**src/rtl/shift_normalizer16_if.sv**
```systemverilog
`default_nettype none
// ============================================================================
// Module   : shift_normalizer16_if
// Brief    : Request/result handshake bundle for the shift normalizer.
// Revision : 1.0
// ============================================================================
interface shift_normalizer16_if #(
    parameter int WIDTH = 16,
    parameter int CNT_W = 4
);
    logic             valid_in;
    logic             ready_in;
    logic [WIDTH-1:0] A;
    logic             mode;
    logic             valid_out;
    logic             ready_out;
    logic [WIDTH-1:0] B;
    logic [CNT_W-1:0] cnt;
    logic             zero;

    modport master (
        output valid_in, A, mode, ready_out,
        input  ready_in, valid_out, B, cnt, zero
    );

    modport slave (
        input  valid_in, A, mode, ready_out,
        output ready_in, valid_out, B, cnt, zero
    );
endinterface
`default_nettype wire

```
**src/rtl/shift_normalizer16.sv**
```systemverilog
`default_nettype none
// ============================================================================
// Module   : shift_normalizer16
// Brief    : One-bit-per-cycle left normalizer (CLZ/CLS style) with handshakes.
// Revision : 1.0
// ============================================================================
module shift_normalizer16 #(
    parameter int WIDTH = 16,
    parameter int CNT_W = 4
) (
    input  wire logic            clk,
    input  wire logic            rst_n,
    shift_normalizer16_if.slave  bus
);
    typedef enum logic [1:0] {
        IDLE  = 2'd0,
        SHIFT = 2'd1,
        DONE  = 2'd2
    } state_t;

    localparam logic [CNT_W-1:0] CNT_MAX = '1;

    state_t           state_q, state_d;
    logic [WIDTH-1:0] b_q, b_d;
    logic [CNT_W-1:0] cnt_q, cnt_d;
    logic             zero_q, zero_d;
    logic             mode_q, mode_d;
    logic             w_norm;

    // Signed values are normalized once the two top bits differ.
    assign w_norm = mode_q ? (b_q[WIDTH-1] ^ b_q[WIDTH-2]) : b_q[WIDTH-1];

    always_ff @(posedge clk) begin
        if (!rst_n) begin
            state_q <= IDLE;
            b_q     <= '0;
            cnt_q   <= '0;
            zero_q  <= 1'b0;
            mode_q  <= 1'b0;
        end else begin
            state_q <= state_d;
            b_q     <= b_d;
            cnt_q   <= cnt_d;
            zero_q  <= zero_d;
            mode_q  <= mode_d;
        end
    end

    always_comb begin
        state_d = state_q;
        b_d     = b_q;
        cnt_d   = cnt_q;
        zero_d  = zero_q;
        mode_d  = mode_q;
        case (state_q)
            IDLE: begin
                if (bus.valid_in) begin
                    b_d     = bus.A;
                    mode_d  = bus.mode;
                    cnt_d   = '0;
                    zero_d  = (bus.A == '0);
                    state_d = SHIFT;
                end
            end
            SHIFT: begin
                if (zero_q || w_norm || (cnt_q == CNT_MAX)) begin
                    state_d = DONE;
                end else begin
                    b_d   = {b_q[WIDTH-2:0], 1'b0};
                    cnt_d = cnt_q + 1'b1;
                end
            end
            DONE: begin
                if (bus.ready_out) begin
                    state_d = IDLE;
                end
            end
            default: state_d = IDLE;
        endcase
    end

    assign bus.ready_in  = (state_q == IDLE);
    assign bus.valid_out = (state_q == DONE);
    assign bus.B         = b_q;
    assign bus.cnt       = cnt_q;
    assign bus.zero      = zero_q;
endmodule
`default_nettype wire

```
**src/flat_wrapper.sv**
```systemverilog
// flat-port wrapper written by rule: the top's interface ports become plain ports
module shift_normalizer16_flat 
#(
    parameter int WIDTH = 16,
    parameter int CNT_W = 4
)
  (clk, rst_n, bus_valid_in, bus_A, bus_mode, bus_ready_out, bus_ready_in, bus_valid_out, bus_B, bus_cnt, bus_zero);
  shift_normalizer16_if #(.WIDTH(WIDTH), .CNT_W(CNT_W)) bus_i ();
  input  wire logic clk;
  input  wire logic rst_n;
  input wire logic [$bits(bus_i.valid_in)-1:0] bus_valid_in;
  input wire logic [$bits(bus_i.A)-1:0] bus_A;
  input wire logic [$bits(bus_i.mode)-1:0] bus_mode;
  input wire logic [$bits(bus_i.ready_out)-1:0] bus_ready_out;
  output wire logic [$bits(bus_i.ready_in)-1:0] bus_ready_in;
  output wire logic [$bits(bus_i.valid_out)-1:0] bus_valid_out;
  output wire logic [$bits(bus_i.B)-1:0] bus_B;
  output wire logic [$bits(bus_i.cnt)-1:0] bus_cnt;
  output wire logic [$bits(bus_i.zero)-1:0] bus_zero;
  assign bus_i.valid_in = bus_valid_in;
  assign bus_i.A = bus_A;
  assign bus_i.mode = bus_mode;
  assign bus_i.ready_out = bus_ready_out;
  assign bus_ready_in = bus_i.ready_in;
  assign bus_valid_out = bus_i.valid_out;
  assign bus_B = bus_i.B;
  assign bus_cnt = bus_i.cnt;
  assign bus_zero = bus_i.zero;
  shift_normalizer16 #(.WIDTH(WIDTH), .CNT_W(CNT_W)) u_core (.clk(clk), .rst_n(rst_n), .bus(bus_i));
endmodule
```
**config.mk**
```make
export PLATFORM = sky130hd
export DESIGN_NAME = shift_normalizer16_flat
export DESIGN_NICKNAME = d
export VERILOG_FILES = /design/src/rtl/shift_normalizer16_if.sv /design/src/rtl/shift_normalizer16.sv /design/src/flat_wrapper.sv
export SDC_FILE = /design/constraint.sdc
export NUM_CORES = 1
export LEC_CHECK = 0
export ABC_AREA = 0
export CORE_ASPECT_RATIO = 1.75
export CORE_MARGIN = 4
export CORE_UTILIZATION = 32
export CTS_BUF_LIST = sky130_fd_sc_hd__clkbuf_16
export DETAILED_ROUTE_END_ITERATION = 12
export GPL_ROUTABILITY_DRIVEN = 0
export GPL_TIMING_DRIVEN = 1
export PLACE_DENSITY = 0.62
export SYNTH_ARGS = -nofsm -noshare
export SYNTH_HDL_FRONTEND = slang
export SYNTH_SLANG_ARGS = --single-unit
```
**constraint.sdc**
```tcl
create_clock -name clk -period 3.5 [get_ports clk]
set_input_delay 0.525 -clock clk [delete_from_list [all_inputs] [get_ports clk]]
set_output_delay 0.525 -clock clk [all_outputs]
set_load 0.03 [all_outputs]
```
==> results of run 1 <==
-- how the worst max path moves through the flow --
stage / from / endpoint / slack, ps
after floorplan: u_core.bus.cnt[0] / u_core.bus.cnt[3] / 1480
after global placement: bus_valid_in / u_core.bus.B[11] / 1210
after detailed placement: bus_valid_in / u_core.bus.B[5] / 1190
after CTS: u_core.state_q[0] / u_core.bus.cnt[3] / 1390
after global routing: bus_valid_in / u_core.bus.B[3] / 1310
final: u_core.state_q[0] / u_core.bus.cnt[3] / 1410
-- synth_stat cells, drive strengths merged --
library cell and instances:
nand3 2, nand2 5, nor4 4, dfxtp 24, o41ai 1, nor2 3, a21boi 2, or3 2
ha 1, mux2i 16, buf 1, and3b 1, and2 1, inv 2, o21ai 20, and3 2
o22ai 1, or3b 2, clkbuf 8, or4 1, nand4 1, xnor2 1, a21oi 18, nand2b 2
-- layout make-up --
class	count	area, sq um
Clock buffer	3	75.1
Fill cell	310	1560
Sequential cell	24	480
Clock inverter	1	30.0
Timing Repair Buffer	44	438
Multi-Input combinational cell	86	569
Inverter	2	7.51
Tap cell	43	53.8
-- registers in the layout, indices dropped and copies added, names as in the netlist --
name             count
u_core.bus.cnt       4
u_core.state_q       2
u_core.bus.zero      1
u_core.mode_q        1
u_core.bus.B        16
-- per-layer routing --
| layer | up-vias | wire length (um) | GRT usage [%] |
|---|---|---|---|
| met2 | 37 | 1580 | 25.0 |
| met3 | 9 | 170 | 2.81 |
| met1 | 482 | 1090 | 15.7 |
| met5 | - | 0 | 0 |
| li1 | 514 | - | - |
| met4 | 0 | 61 | 5.01 |
-- layout by cell type, fill, tap and decap left out, drive strengths merged --
cell           count
clkdlybuf4s50     43
dfxtp             24
o21ai             20
a21oi             18
mux2i             16
nand2              5
nor4               4
nor2               3
clkbuf             3
nand2b             2
inv                2
and3               2
a21boi             2
or3                2
nand3              2
or3b               2
and3b              1
o41ai              1
o22ai              1
or4                1
xnor2              1
nand4              1
and2               1
ha                 1
bufinv             1
buf                1
-- logic make-up (layout without fill, tap and decap cells) --
| kind of cell | count (synthesis) | count (layout) |
|---|---|---|
| DFF | 24 | 24 |
| adders and majority gates | 1 | 1 |
| buffers and inverters | 11 | 50 |
| AOI/OAI and AO/OA | 42 | 42 |
| and+or+nand+nor | 26 | 26 |
| muxes | 16 | 16 |
| xor gates and xnor gates | 1 | 1 |
-- stage by stage --
stage	instances	utilization [%]
after floorplan	121	-
after global placement	199	48.3
after detailed placement	199	48.3
after CTS	203	51.5
after global routing	203	51.5
final	203	51.5
-- critical path, delay by kind of cell (launching register included) --
kind	cells	cell delay, ps
AND/OR/NAND/NOR	3	1480
flip-flops	1	380
AO/OA/AOI/OAI	1	160
-- report_power, final --
part | total, uW | internal (uW) | switching, uW
clock network | 326 | 227 | 98.7
registers | 344 | 312 | 31.8
logic | 304 | 135 | 169
==> run summary, run 1 <==
In this run the power density over the cells is 589 nW/um^2. The post-synthesis instance area is 1080 sq um. The share of Yosys cell area claimed by the top area cell type is 44.4%. The critical path is of the reg -> reg type.

The highest achievable clock rate came out at 0.478 GHz. Traced cell by cell, the critical path runs through or3b_1 -> or4_1 -> or3_1 -> a21oi_1. In the post-synthesis netlist, the biggest area contributors are dfxtp_1 (44%), mux2i_1 (15%), o21ai_0 (9.3%), a21oi_1 (8.3%), clkbuf_1 (2.8%). The post-synthesis net count came out at 143.

The count of input and output buffers is 43. After synthesis, the largest family of logic cells by area is compound AO/OA/AOI/OAI gates. The hold path startpoint is u_core.mode_q. The initial cell density of the core came out at around 34%. The worst register-to-register path has a depth of 4.

The layout cell share with drive strength beyond 1 came out at 4.38%. For the final database, setup skew stands at between 4 and 5 ps. The run finished with clean final reports. The relative max-transition margin came out at about a third. The synthesis warning total is 0. The synthesized-area fraction occupied by and/or/nand/nor cells is around 14%. The average detailed-routed wire length per instance came out at approximately 14 um.

The H-tree depth is 1. The initial antenna violation count came out at 0. Of all nets on the critical path, the largest fanout is 7. For the worst setup path, the data required time is 3690 ps. The worst IR drop on VDD came out at 0.338 mV. Entering global routing, the biggest net connects 33 pins. The multiplexer share of the synthesized area is 14.8%.

The element type at the critical path end is a flop. TritonCTS built the clock tree. The share of the yosys chip area belonging to registers came out at between 40 and 50%.

The clock-pin slew reported for the worst setup and hold paths after clock tree synthesis came out at 60 ps. For this design, the slowest cell found on the critical path is or4_1. The leakage dissipation came out at 0.000684 uW. The hold path endpoint is u_core.mode_q. After the first detailed-routing iteration, the DRC count stood at 8. The average instance area after synthesis came out at 8.93 sq um. The clock passes through at most 2 buffers. The number of optimization iterations in the first detailed-route pass came out at 4. The number of different library cells in the post-synthesis netlist came out at 25. The worst hold path passes through 2 cells. In the finished design, the share of the clock period the worst path needs comes to 59.7%. Setup repair after global routing left no endpoint under its margin. The first global-routing pass estimated 4800 um of wire.

The worst path in the final design needs a cycle of 2090 ps, including I/O delays and setup. The final setup violation count is 0. The post-place setup slack came out at 1190 ps.

44 I/O pins were placed. Max-cap violations in this run came to 0. The detailed-route vias per instance is slightly above 5. The number of sinks handled by clock tree synthesis is 24.

The arrival time at the worst endpoint came out at roughly 2300 ps. The number of resized instances in the post-cts repair step came out at 0. The delay of the slowest cell on the worst path is 670 ps.

Summing internal, switching and leakage power gives 974 uW. Summing all non-filler instances in the final layout gives an area of between 1500 and 2000 sq um. The number of global-route vias before repair is 1023. The final hold violation count is 0. Buffers inserted to repair hold after CTS numbered 0. The final number of max-transition violations is 0. The area overhead of the layout relative to synthesis is 53.0%. After floorplanning, the core was sized to cover 3210 sq um.

Summing the areas of all fa, ha and maj instances in the mapped netlist gives 1.16% of the synthesized area. The transition at the pin with the smallest max-transition slack came out at 999 ps. The wire-length estimate of the detail-placed layout is 2200 um. The die covers approximately 4400 sq um. The synthesized-area fraction occupied by xor and xnor cells came out at 0.810%. The minimum setup slack among reg-to-reg paths is roughly 1400 ps. In this run the post-CTS setup repair buffer count came out at 0. The number of instances in the synthesized netlist came out at 121. In this run the vertical extent of the chip is 84.9 um. The final total negative setup slack is 0 ps.

The layout net count came out at 183. STA classifies the critical path startpoint as a flop. The post-route antenna net violation count came out at 0. The flip-flop and latch count after synthesis is 24. The routed layout has 1042 vias. The floorplan has 27 rows.

dfxtp_1 takes more of the synthesized area than any other cell. The sum of routed wire length over all layers came out at 2910 um. The worst-skew pair later-pin latency came out at around 260 ps. In this run the critical register-to-register path is launched from u_core.state_q[0]. Summing all placed instances gives a cell area of roughly 1500 sq um.

The repair_antennas step left the layout with diodes totalling 0. The worst register-to-register path ends at u_core.bus.cnt[3]. The compound-gate portion of the synthesized area is 21.1%.

The DRC violation count after routing came out at 0. The die is 51.9 um wide. The global routing usage summed across all routing layers came out at 14.0%. The final worst setup slack is approximately 1400 ps. The number of clock buffers added by TritonCTS is 3. Global routing finished with a remaining overflow of 0. The library cell used as clock root buffer is clkbuf_16. The worst hold path class is reg -> reg. The final hold slack is ~500 ps.
No activity file was read; power rests on OpenSTA's default activity.
==> inputs of run 2 (changes only) <==
- clock period: 3.5 -> 2.1 ns (I/O delays scaled with it)
==> run 2 against run 1 <==
Against the previous run: first-iteration DRC count increased to 3.6 times the previous value; die area unchanged; combinational power increased by 79%; clock-buffer cell count unchanged; flip-flop and latch count unchanged; via count increased by 0.67%.
==> run summary, run 2 (synthesis gave the netlist of run 1 again) <==
Counting every sink on the clock net gives 24. The number of cells on the worst hold path is 2. The worst reg-to-reg path cell count came out at 4. The relative max-transition margin came out at 57.2%.

The run finished with clean final reports. The area of the die is around 4400 sq um. For the pin with the worst max-slew slack, the measured transition is 641 ps. In the final layout, flip-flops and latches occupy between 400 and 500 sq um. The post-place setup slack is 154 ps. The layout cell share with drive strength beyond 1 came out at 6.71%. For this run, the share of the core covered by cells in the final layout is 52.2%. The final critical path time including I/O delays and setup is 1970 ps. Setup repair after global routing left no endpoint under its margin. Setup violations remaining at the end of the flow were counted as 0. The total instance count after detailed placement came out at between 200 and 250.

The DRC violation count after routing is 0. The worst path meets setup with 134 ps of slack. The worst IR drop on VDD is 0.613 mV.

Before antenna repair, the detailed router went through 5 iterations. The horizontal extent of the die came out at between 50 and 60 um. The number of max-capacitance violations reported is 0. The setup path with the least slack is of type reg -> reg. The number of antenna cells inserted is 0. The non-filler instance count after layout came out at 207.

The delay of the slowest cell on the worst path is 630 ps. The number of resized instances in the post-cts repair step is 0. The master of the slowest instance on the critical path is or4_1. The H-tree depth came out at 1. The total of fill cells in the finished design came out at 310. In this run the worst path has a maximum fanout of 5.

The layout net count is 188. The floorplan has 27 rows. The endpoint identified for the worst register-to-register timing path is u_core.bus.cnt[3]. The residual overflow from global routing is 0. The most common library cell in the layout ignoring fill and taps is clkdlybuf4s50_1. The first-pass GRT wire length came out at 4690 um. The count of input and output buffers came out at 43. The number of buffers created by CTS is 3. Buffers added to address setup during post-CTS repair amount to 0. The wire-length estimate of the detail-placed layout is about 2200 um.

The register with the most flip-flops in the layout has 16 of them. 44 I/O pins were placed. The sum of routed wire length over all layers came out at 2880 um.

The final total negative setup slack came out at 0 ps. The vertical extent of the die came out at 84.9 um. The post-route antenna net violation count came out at 0. The worst hold path class is reg -> reg.

STA classifies the critical path endpoint as a flop. The worst register-to-register path begins at u_core.bus.zero. Counting along the longest clock path gives a buffer depth of 2. The arrival time at the worst endpoint is 2150 ps. The top cell types in the final layout, fill and taps aside, are clkdlybuf4s50_1 (43), dfxtp_1 (24), o21ai_0 (20), a21oi_1 (18), mux2i_1 (16). The minimum setup slack among reg-to-reg paths came out at 130 ps. The number of hold buffers added after CTS was 0. The initial cell density of the core came out at between 30% and 40%. STA puts the critical path data required time at 2290 ps. The worst setup skew after layout came out at 1.10 ps. Traced cell by cell, the critical path runs through or3b_1 -> or4_1 -> or3_1 -> a21oi_1.

The largest net degree at the start of global routing came out at 33. The detailed router placed 1049 vias in this run. After clock tree synthesis, the clock-pin slew on the worst setup and hold paths is 60 ps.

The number of global-route vias before repair came out at 1035. The initial antenna violation count came out at 0. The CTS tree is done. The area of the core is 3210 sq um. The hold path endpoint is u_core.mode_q. The average detailed-routed wire length per instance came out at ~14 um.

The final critical path takes up a little over nine tenths of the cycle. The final hold violation count was 0. Dividing the detail-routed via count by the number of cells gives 5.07. In this run the power density over the cells is 903 nW/um^2.

The area overhead of the layout relative to synthesis came out at 54.9%. The final number of max-transition violations is 0. The violation count after the first detailed-route iteration is 29.

Clock tree synthesis selected as its root buffer the cell clkbuf_16. The worst-skew pair later-pin latency is 250 ps. The footprint of the multi-input gates came out at 569 sq um. The highest achievable clock rate is 0.509 GHz.

The leakage dissipation is between 0.0006 and 0.0007 uW. STA classifies the critical path startpoint as a flop. The global routing usage summed across all routing layers is 13.9%.

The worst hold path begins at u_core.mode_q.
-- run 2: changes by cell type in the layout (fill, tap and decap cells not counted), sizes merged --
cell | before | now
buf | 1 | 6
bufinv | 1 | 0
-- run 2: through the flow --
stage,hold WS [ps],area [sq um],total power (uW)
after floorplan,450,1080,877
final,487,1670,1510
after detailed placement,482,1600,1120
after CTS,491,1670,1530
after global placement,467,1600,1110
after global routing,512,1670,1590
-- run 2: report_power, final --
part,leakage (uW),internal (uW),switching [uW]
sequential,0.000198,520,48.3
clock,0.0000370,252,149
combinational,0.000463,250,292
total,0.000698,1020,489
-- run 2: critical path: cells and delay by family (launching register included) --
family           cells  cell delay (ps)
AND/OR/NAND/NOR      3             1440
flip-flops           1              320
AO/OA/AOI/OAI        1              140
-- run 2: how the worst max path moves through the flow --
stage,start,endpoint,cells past startpoint
after floorplan,u_core.bus.cnt[0],u_core.bus.cnt[3],6
after global placement,u_core.bus.zero,u_core.bus.cnt[3],4
after detailed placement,u_core.bus.zero,u_core.bus.cnt[3],4
after CTS,u_core.bus.zero,u_core.bus.cnt[3],4
after global routing,u_core.bus.zero,u_core.bus.cnt[3],4
final,u_core.bus.zero,u_core.bus.cnt[3],4
-- run 2: layer usage --
layer  vias to the layer above  global-route usage, %  share of wire [%]
met5                         -                      0                  0
met2                        30                   25.1                 55
li1                        522                      -                  -
met1                       492                   15.2                 38
met3                         5                   2.46                5.0
met4                         0                   5.73                1.8
-- run 2: final cells by class --
type / instances / share of cell area [%]
multi-input cells: 86 / 34.0
flip-flops and latches: 24 / 28.7
repair buffers: 49 / 29.1
well taps: 43 / 3.21
inverters: 2 / 0.448
clock buffers: 3 / 4.48
